--- src/rtl/apb_timer_slave_if.sv ---
// Bus bundle between the APB bridge and the timer slave.
// Handshake: a transfer completes in the cycle where sel & enable & ready are all high; the master holds every request field stable until then.
interface apb_timer_slave_if #(
    parameter int ADDR_WIDTH = 32,
    parameter int DATA_WIDTH = 32
);
    logic                  sel;
    logic                  enable;
    logic                  wr_rd;
    logic [ADDR_WIDTH-1:0] addr;
    logic [DATA_WIDTH-1:0] wdata;
    logic [3:0]            wstrobe;
    logic                  ready;
    logic [DATA_WIDTH-1:0] rdata;

    modport master (output sel, enable, wr_rd, addr, wdata, wstrobe, input ready, rdata);
    modport slave  (input sel, enable, wr_rd, addr, wdata, wstrobe, output ready, rdata);
endinterface

--- src/rtl/apb_timer_slave.sv ---
// APB slave down-counting timer with prescaler, auto-reload, W1C status and level irq.
// Optional APB_TIMER_WSTRB_EN: honour per-byte write strobes (default: full-word writes).
module apb_timer_slave #(
    parameter int ADDR_WIDTH     = 32,
    parameter int DATA_WIDTH     = 32,
    parameter int COUNT_WIDTH    = 32,
    parameter int PRESCALE_WIDTH = 16,
    parameter int WAIT_STATES    = 0
) (
    input  logic              clk,
    input  logic              rst,
    apb_timer_slave_if.slave  bus,
    output logic              irq,
    output logic              dbg_state
);
    typedef enum logic {IDLE = 1'b0, ACC = 1'b1} state_e;

    localparam int WCW = (WAIT_STATES > 0) ? $clog2(WAIT_STATES + 1) : 1;
    localparam logic [WCW-1:0] WS_MAX = WCW'(WAIT_STATES);

    state_e                    state_q, state_d;
    logic [WCW-1:0]            wcnt_q, wcnt_d;
    logic                      armed_q, armed_d;
    logic [2:0]                ctrl_q, ctrl_d;
    logic [COUNT_WIDTH-1:0]    load_q, load_d, count_q, count_d;
    logic [PRESCALE_WIDTH-1:0] prescale_q, prescale_d, pc_q, pc_d;
    logic                      expired_q, expired_d;

    logic                      access, ready_w, wr_commit, tick, expire;
    logic [2:0]                reg_sel;
    logic [31:0]               wmask, rd_mux;
    logic [2:0]                ctrl_w;
    logic [COUNT_WIDTH-1:0]    load_w;
    logic [PRESCALE_WIDTH-1:0] prescale_w;
    logic                      unused_ok;

    assign unused_ok = ^{bus.addr, bus.wdata, bus.wstrobe, wmask};

    always_comb begin
`ifdef APB_TIMER_WSTRB_EN
        wmask = {{8{bus.wstrobe[3]}}, {8{bus.wstrobe[2]}}, {8{bus.wstrobe[1]}}, {8{bus.wstrobe[0]}}};
`else
        wmask = '1;
`endif
    end

    // armed_q blocks a transfer that was already in flight across reset until the master drops it.
    assign access    = bus.sel & bus.enable;
    assign ready_w   = access & armed_q & (wcnt_q == WS_MAX);
    assign wr_commit = ready_w & bus.wr_rd;
    assign reg_sel   = bus.addr[4:2];
    assign bus.ready = ready_w;
    assign dbg_state = state_q;

    assign ctrl_w     = (ctrl_q & ~wmask[2:0]) | (bus.wdata[2:0] & wmask[2:0]);
    assign load_w     = (load_q & ~wmask[COUNT_WIDTH-1:0]) | (bus.wdata[COUNT_WIDTH-1:0] & wmask[COUNT_WIDTH-1:0]);
    assign prescale_w = (prescale_q & ~wmask[PRESCALE_WIDTH-1:0])
                      | (bus.wdata[PRESCALE_WIDTH-1:0] & wmask[PRESCALE_WIDTH-1:0]);

    always_comb begin
        state_d = state_q;
        wcnt_d  = wcnt_q;
        armed_d = armed_q;
        if (!access) begin
            state_d = IDLE;
            wcnt_d  = '0;
            armed_d = 1'b1;
        end else if (!armed_q || ready_w) begin
            state_d = IDLE;
            wcnt_d  = '0;
        end else begin
            // Not ready while armed means wcnt_q is still below WS_MAX.
            state_d = ACC;
            wcnt_d  = wcnt_q + 1'b1;
        end
    end

    always_comb begin
        tick       = ctrl_q[0] & (pc_q == prescale_q);
        expire     = tick & (count_q == '0);
        ctrl_d     = ctrl_q;
        load_d     = load_q;
        count_d    = count_q;
        prescale_d = prescale_q;
        pc_d       = pc_q;
        expired_d  = expired_q;
        if (ctrl_q[0]) pc_d = tick ? '0 : pc_q + 1'b1;
        if (tick) begin
            if (count_q != '0)  count_d   = count_q - 1'b1;
            else if (ctrl_q[1]) count_d   = load_q;
            else                ctrl_d[0] = 1'b0;
        end
        // Software writes override the timer's own updates; expiry overrides W1C below.
        if (wr_commit) begin
            case (reg_sel)
                3'd0: ctrl_d = ctrl_w;
                3'd1: begin
                    load_d  = load_w;
                    count_d = load_w;
                    pc_d    = '0;
                end
                3'd3: prescale_d = prescale_w;
                3'd4: if (bus.wdata[0] & wmask[0]) expired_d = 1'b0;
                default: ;
            endcase
        end
        if (expire) expired_d = 1'b1;
    end

    always_comb begin
        case (reg_sel)
            3'd0:    rd_mux = {29'b0, ctrl_q};
            3'd1:    rd_mux = 32'(load_q);
            3'd2:    rd_mux = 32'(count_q);
            3'd3:    rd_mux = 32'(prescale_q);
            3'd4:    rd_mux = {31'b0, expired_q};
            default: rd_mux = '0;
        endcase
        bus.rdata = (ready_w & ~bus.wr_rd) ? rd_mux : '0;
    end

    assign irq = expired_q & ctrl_q[2];

    always_ff @(posedge clk) begin
        if (rst) begin
            state_q    <= IDLE;
            wcnt_q     <= '0;
            armed_q    <= 1'b0;
            ctrl_q     <= '0;
            load_q     <= '0;
            count_q    <= '0;
            prescale_q <= '0;
            pc_q       <= '0;
            expired_q  <= 1'b0;
        end else begin
            state_q    <= state_d;
            wcnt_q     <= wcnt_d;
            armed_q    <= armed_d;
            ctrl_q     <= ctrl_d;
            load_q     <= load_d;
            count_q    <= count_d;
            prescale_q <= prescale_d;
            pc_q       <= pc_d;
            expired_q  <= expired_d;
        end
    end
endmodule

--- src/flat_wrapper.sv ---
// flat-port wrapper written by rule: the top's interface ports become plain ports
module apb_timer_slave_flat 
#(
    parameter int ADDR_WIDTH     = 32,
    parameter int DATA_WIDTH     = 32,
    parameter int COUNT_WIDTH    = 32,
    parameter int PRESCALE_WIDTH = 16,
    parameter int WAIT_STATES    = 0
)
  (clk, rst, irq, dbg_state, bus_sel, bus_enable, bus_wr_rd, bus_addr, bus_wdata, bus_wstrobe, bus_ready, bus_rdata);
  apb_timer_slave_if #(.ADDR_WIDTH(ADDR_WIDTH), .DATA_WIDTH(DATA_WIDTH)) bus_i ();
  input  logic clk;
  input  logic rst;
  output logic irq;
  output logic dbg_state;
  input wire logic [$bits(bus_i.sel)-1:0] bus_sel;
  input wire logic [$bits(bus_i.enable)-1:0] bus_enable;
  input wire logic [$bits(bus_i.wr_rd)-1:0] bus_wr_rd;
  input wire logic [$bits(bus_i.addr)-1:0] bus_addr;
  input wire logic [$bits(bus_i.wdata)-1:0] bus_wdata;
  input wire logic [$bits(bus_i.wstrobe)-1:0] bus_wstrobe;
  output wire logic [$bits(bus_i.ready)-1:0] bus_ready;
  output wire logic [$bits(bus_i.rdata)-1:0] bus_rdata;
  assign bus_i.sel = bus_sel;
  assign bus_i.enable = bus_enable;
  assign bus_i.wr_rd = bus_wr_rd;
  assign bus_i.addr = bus_addr;
  assign bus_i.wdata = bus_wdata;
  assign bus_i.wstrobe = bus_wstrobe;
  assign bus_ready = bus_i.ready;
  assign bus_rdata = bus_i.rdata;
  apb_timer_slave #(.ADDR_WIDTH(ADDR_WIDTH), .DATA_WIDTH(DATA_WIDTH), .COUNT_WIDTH(COUNT_WIDTH), .PRESCALE_WIDTH(PRESCALE_WIDTH), .WAIT_STATES(WAIT_STATES)) u_core (.clk(clk), .rst(rst), .bus(bus_i), .irq(irq), .dbg_state(dbg_state));
endmodule
--- config.mk ---
export PLATFORM = sky130hd
export DESIGN_NAME = apb_timer_slave_flat
export DESIGN_NICKNAME = d
export VERILOG_FILES = /design/src/rtl/apb_timer_slave_if.sv /design/src/rtl/apb_timer_slave.sv /design/src/flat_wrapper.sv
export SDC_FILE = /design/constraint.sdc
export NUM_CORES = 1
export LEC_CHECK = 0
export CAP_MARGIN = 0
export CORE_ASPECT_RATIO = 1.2
export CORE_UTILIZATION = 58
export CTS_CLUSTER_DIAMETER = 100
export DETAILED_ROUTE_END_ITERATION = 7
export DONT_BUFFER_PORTS = 1
export GPL_TIMING_DRIVEN = 0
export PLACE_DENSITY = 0.72
export REMOVE_ABC_BUFFERS = 1
export SYNTH_ARGS = -nofsm -noshare
export SYNTH_HDL_FRONTEND = slang
export SYNTH_SLANG_ARGS = --single-unit
--- constraint.sdc ---
create_clock -name clk -period 2.35 [get_ports clk]
set_clock_uncertainty 0.15 [all_clocks]
set_input_delay 0.235 -clock clk [delete_from_list [all_inputs] [get_ports clk]]
set_output_delay 0.235 -clock clk [all_outputs]
set_load 0.01 [all_outputs]
# Word-level counts from Yosys, hierarchy flattened
# Index checks and enable logic that the tools add are counted.
# totals
latch_bits	0
romBits	0
reg_bits	103
n_memories	0
wordCells	64
output_inout_bits	35
input_bits	73
mem_bits_rw	0
# op_classes
multipliers	0
n_reduce_logical	14
add_sub_neg	3
mux	21
n_shift	0
n_lt_le_gt_ge	0
div_mod_pow	0
n_eq_ne	5
bitwise_logic	11
# op_table
op	count
$mux 32	6
$pmux 32 s5	1
$mux 16	4
$logic_not 32->1	1
$reduce_bool 32->1	1
$sub 32x1->32 const B	1
$add 16x1->16 const B	1
$eq 16x16->1	1
$mux 1	10
$and 1x1->1	8
$eq 3x2->1 const B	2
$reduce_and 2->1	3
$reduce_bool 2->1	3
$eq 3x1->1 const B	1
$eq 3x3->1 const B	1
$logic_not 3->1	1
$not 1->1	3
$reduce_and 3->1	1
$reduce_or 3->1	1
$reduce_or 2->1	1
$add 1x1->1 const B	1
$logic_not 1->1	1
$logic_or 1x1->1	1

# Longest topological paths before layout
# depth
depth_word	6
mapped_depth	9
ltp_nobuf	8

# Worst setup path after synthesis
# OpenSTA, ideal clock, no wires.
# synth_path
path_kind	reg2reg
startpoint	reg u_core.count_q[0]
endpoint	reg u_core.count_q[6]
setup_ns	0.130
arrival_time_ns	2.037
stages_incl_launch_ff	10
path_buffers	1
required_ns	2.070
period_less_slack_ns	2.317
slack_ns	0.033
cell_sequence	dfxtp_1 > inv_1 > ha_1 > nor4b_1 > nand4_1 > or3_1 > buf_2 > mux2_4 > a21oi_1 > o22ai_1
# synth_between
elab_chain_cells	5
elab_cells_between_ends	6
classes_between	add/sub: 1; mux: 4; reduce/logical: 1
# synth_rtl
element	line_no	rtl
start, declared	apb_timer_slave.sv:25	logic [COUNT_WIDTH-1:0] load_q, load_d, count_q, count_d;
start signal, assigned	apb_timer_slave.sv:141	count_q <= count_d;
$sub 32x1->32 / $reduce_bool 32->1 (equally long branches)	apb_timer_slave.sv:89	if (count_q != '0) count_d = count_q - 1'b1;
$mux 32 *	apb_timer_slave.sv:89	
$mux 32 *	apb_timer_slave.sv:88	if (tick) begin
$mux 32	apb_timer_slave.sv:95	case (reg_sel)
$mux 32 *	apb_timer_slave.sv:94	if (wr_commit) begin
# Every way passes the cells marked *; elsewhere a longest branch is shown, timed or not.
# A chain may end at the register's enable or synchronous reset.

# Worst setup path in the final report
# layout_path
startpoint	reg u_core.count_q[1]
endpoint	reg u_core.count_q[1]
# layout_between
elab_chain_cells	5
elab_cells_between_ends	7
classes_between	add/sub: 1; mux: 5; reduce/logical: 1
# layout_rtl
element	line_no
$sub 32x1->32 (tied with other cells)	apb_timer_slave.sv:89
$mux 32	apb_timer_slave.sv:89
$mux 32 *	apb_timer_slave.sv:88
$mux 32	apb_timer_slave.sv:95
$mux 32 *	apb_timer_slave.sv:94
# Marks and branches as above.

==> impl_results.md <==
- Syn Inst Count: 787
- Reg-to-Reg End: u_core.count_q[1]
- Final core utilization: between 70% and 80%
- R2r startpoint: u_core.count_q[1]
- Post-synthesis register bit count: 103
- Top cells by count, synth: 113 x nand2_1, 105 x nor2_1, 103 x dfxtp_1
- Filler cells: 704
- Via Count: 6947
- First-pass GRT wire length: 31500 um
- ANT cells: 0
- Seq/Total Area, Yosys: 33.9%
- DR WL/cell: roughly 23 um
- Dominant synthesized flop cell: dfxtp_1
- Count leader, synth: nand2_1
- DIE WIDTH: 95.5 um
- Slew HR: 19.7%
- Critical path capture point type: flop
- Max Slew Vio Count: 0
- Int Power: 5.68 mW
- Critical Path Start: u_core.count_q[1]
- P_sw: 4.26 mW
- R2r worst-path depth: 8
- H-Tree Depth: 3
- Crit path kind: reg2reg
- CTS tree: yes
- Setup Viol. Count Final: 24
- IR Drop Worst-Case VDD: 939 uV
- Post-DR vias/cell: roughly 7.0
- Clk slew on worst S/H paths: 70 ps
- Yosys top cell area share: 33.9%
- Area contributors post-synth: dfxtp_1 34%, nand2_1 7.0%, nor2_1 6.5%, a21oi_1 4.5%, a22oi_1 3.8%
- Root Buffer: clkbuf_16
- DIE AREA: 10900 um^2
- Tightest Pin Transition: 1200 ps
- Layout net count: 932
- Height of the die: roughly 110 um
- Total Routing Usage GR: 37.8%
- Cell taking the most area after synthesis: dfxtp_1
- Final HPWL DP: ~12000 um
- Final TNS setup: -2220 ps
- DR pass1 iterations: 8
- Combinational share of power: between 60% and 70%
- Worst-path maximum fanout: 6
- Cell Pwr Density: 1290 nW/um^2
- Initial drt markers: 1012
- Arr. time, crit path: 2660 ps
- Vias in the first global route: 6163
- Crit path to: u_core.count_q[1]
- Violated checks: DRC, setup timing
- Setup slack after layout: -237 ps
- Sw Ratio: 42.9%
- Warnings from Yosys: 0
- IO Port Bufs: 0
- FFs w/ async S/R, synth: 0%
- Row cnt: 40
- Largest net degree at the start of global routing: 78
- Tcrit/Tclk final: 110%
- Initial antenna violation count: 0
- Unrepaired setup endpoints after global routing: yes
- Total Routed Length: 22800 um
- Number of synthesized flops with an enable pin: 0
- Worst Setup Start Kind: flop
- Sequential power share: 20.3%
- LEAKAGE: 2.91 nW
- Class of the worst hold path: in2reg
- Post-synth cell types: 69
- Mapped Avg Cell Area: 7.74 um^2
- Core Region: 10100 um^2
- Min Tclk post-route: 2590 ps
- Sink Count: 103
- Reg2Reg Setup Slack: -240 ps
- Clock share of power: 14.7%
- DRC viols: 2
- WP data required: 2420 ps
- Peak Freq: between 300 and 400 MHz
- Initial Util: 60.2%
- CTS buffer count: 9
- GP Congestion: about 0.95
- Outcome: finished, violations left
- Layout cells sized above 1: about 23%
- Clk_lat worst skew: approximately 350 ps
- IO Pins: 108
- GRT overflow: 0
- Syn Std Cell Area: 6090 um^2
- Post-DRT Antenna Nets: 0
- Max Root-Sink Buffers: 2
- Area grow syn2layout: 26.9%
- Final Hold Viols: 0
- Maxcap violations: 0
## worst max-delay path, cell delays in order, from the launching register on
cell and delay (ps):
dfxtp_4 380, inv_4 70, ha_4 150, nor4b_2 250, nand4_1 300, or3_4 530
or3_4 340, a221oi_2 210, a211oi_1 70
## timing repair
item	4_1_cts	5_1_grt
endpoints found under the hold margin	84	2
pin swaps	13	29
buffers inserted	33	40
hold buffers	38	1
gates resized for setup	44	66
setup endpoints to repair	130	69
## worst min-delay path by stage
stage / to / from / slack [ps] / cells past startpoint
2_1_floorplan: u_core.expired_q / rst / 150 / 1
5_1_grt: u_core.count_q[29] / bus_wdata[29] / 30 / 4
4_1_cts: u_core.load_q[29] / bus_wdata[29] / -130 / 2
3_3_place_gp: u_core.load_q[17] / rst / 160 / 1
6_report: u_core.count_q[28] / bus_wdata[28] / 2 / 2
3_5_place_dp: u_core.load_q[18] / rst / 160 / 1
## state kept, by name (all words and copies together), names as in the netlist
register and count:
u_core.pc_q 16, u_core.expired_q 1, u_core.dbg_state 1, u_core.ctrl_q 3, u_core.wcnt_q 1, u_core.armed_q 1
u_core.load_q 32, u_core.count_q 32, u_core.prescale_q 16
## per-layer routing
| layer | GRT usage [%] | vias to the layer above | wire (um) |
|---|---|---|---|
| met1 | 44.9 | 3249 | 7960 |
| met4 | 23.3 | 0 | 1700 |
| met3 | 8.70 | 179 | 2400 |
| met5 | 0 | - | 0 |
| met2 | 61.3 | 547 | 10700 |
| li1 | - | 2972 | - |
## metrics by stage
stage / power [mW] / cell area [um^2] / std cells / setup WS, ps / hold WS (ps)
floorplan: 4.44 / 5860 / 731 / -879 / 154
global placement: 4.84 / 6020 / 857 / -3010 / 161
detailed placement: 5.44 / 6070 / 859 / -1690 / 164
CTS: 8.44 / 7190 / 946 / -14.6 / -133
global route: 10.3 / 7730 / 987 / -271 / 28.2
finish: 9.94 / 7730 / 987 / -237 / 2.15
## power by group through the flow
stage,clock (mW),combinational [mW],sequential [mW]
2_1_floorplan,0,2.47,1.97
4_1_cts,1.46,4.99,1.99
3_3_place_gp,0,2.84,2.00
6_report,1.46,6.47,2.01
3_5_place_dp,0,3.43,2.01
5_1_grt,1.53,6.72,2.02
## layout make-up
| class | instances | area [um^2] | share of cell area, % |
|---|---|---|---|
| repair buffers | 114 | 1050 | 13.5 |
| clock inverters | 3 | 17.5 | 0.227 |
| inverters | 10 | 42.5 | 0.550 |
| multi-input cells | 618 | 4100 | 53.0 |
| clock buffers | 13 | 260 | 3.37 |
| well taps | 126 | 158 | 2.04 |
| flip-flops and latches | 103 | 2110 | 27.3 |
## cell families after synthesis
kind of cell    share of synthesized area (%)
compound gates                           22.1
xor+xnor                                 4.60
fa+ha+maj                               0.617
buf+inv                                  4.32
flops                                    33.9
mux                                      7.01
other cells                            0.0616
simple gates                             27.5
## placed cells by master, fill, tap and decap left out, drive strengths merged, types with 7 or more instances in the layout
master / n
a211oi: 8
a21o: 9
a21oi: 55
a22oi: 31
a31oi: 7
and3: 8
buf: 76
clkbuf: 13
dfxtp: 103
dlygate4sd3: 38
inv: 10
mux2: 14
mux2i: 22
nand2: 114
nand3: 17
nand4: 19
nor2: 105
nor3: 16
nor4: 14
o21ai: 38
o22ai: 8
o31ai: 9
or3: 7
xnor2: 20
xor2: 12
(Power assumes the default switching activity.)
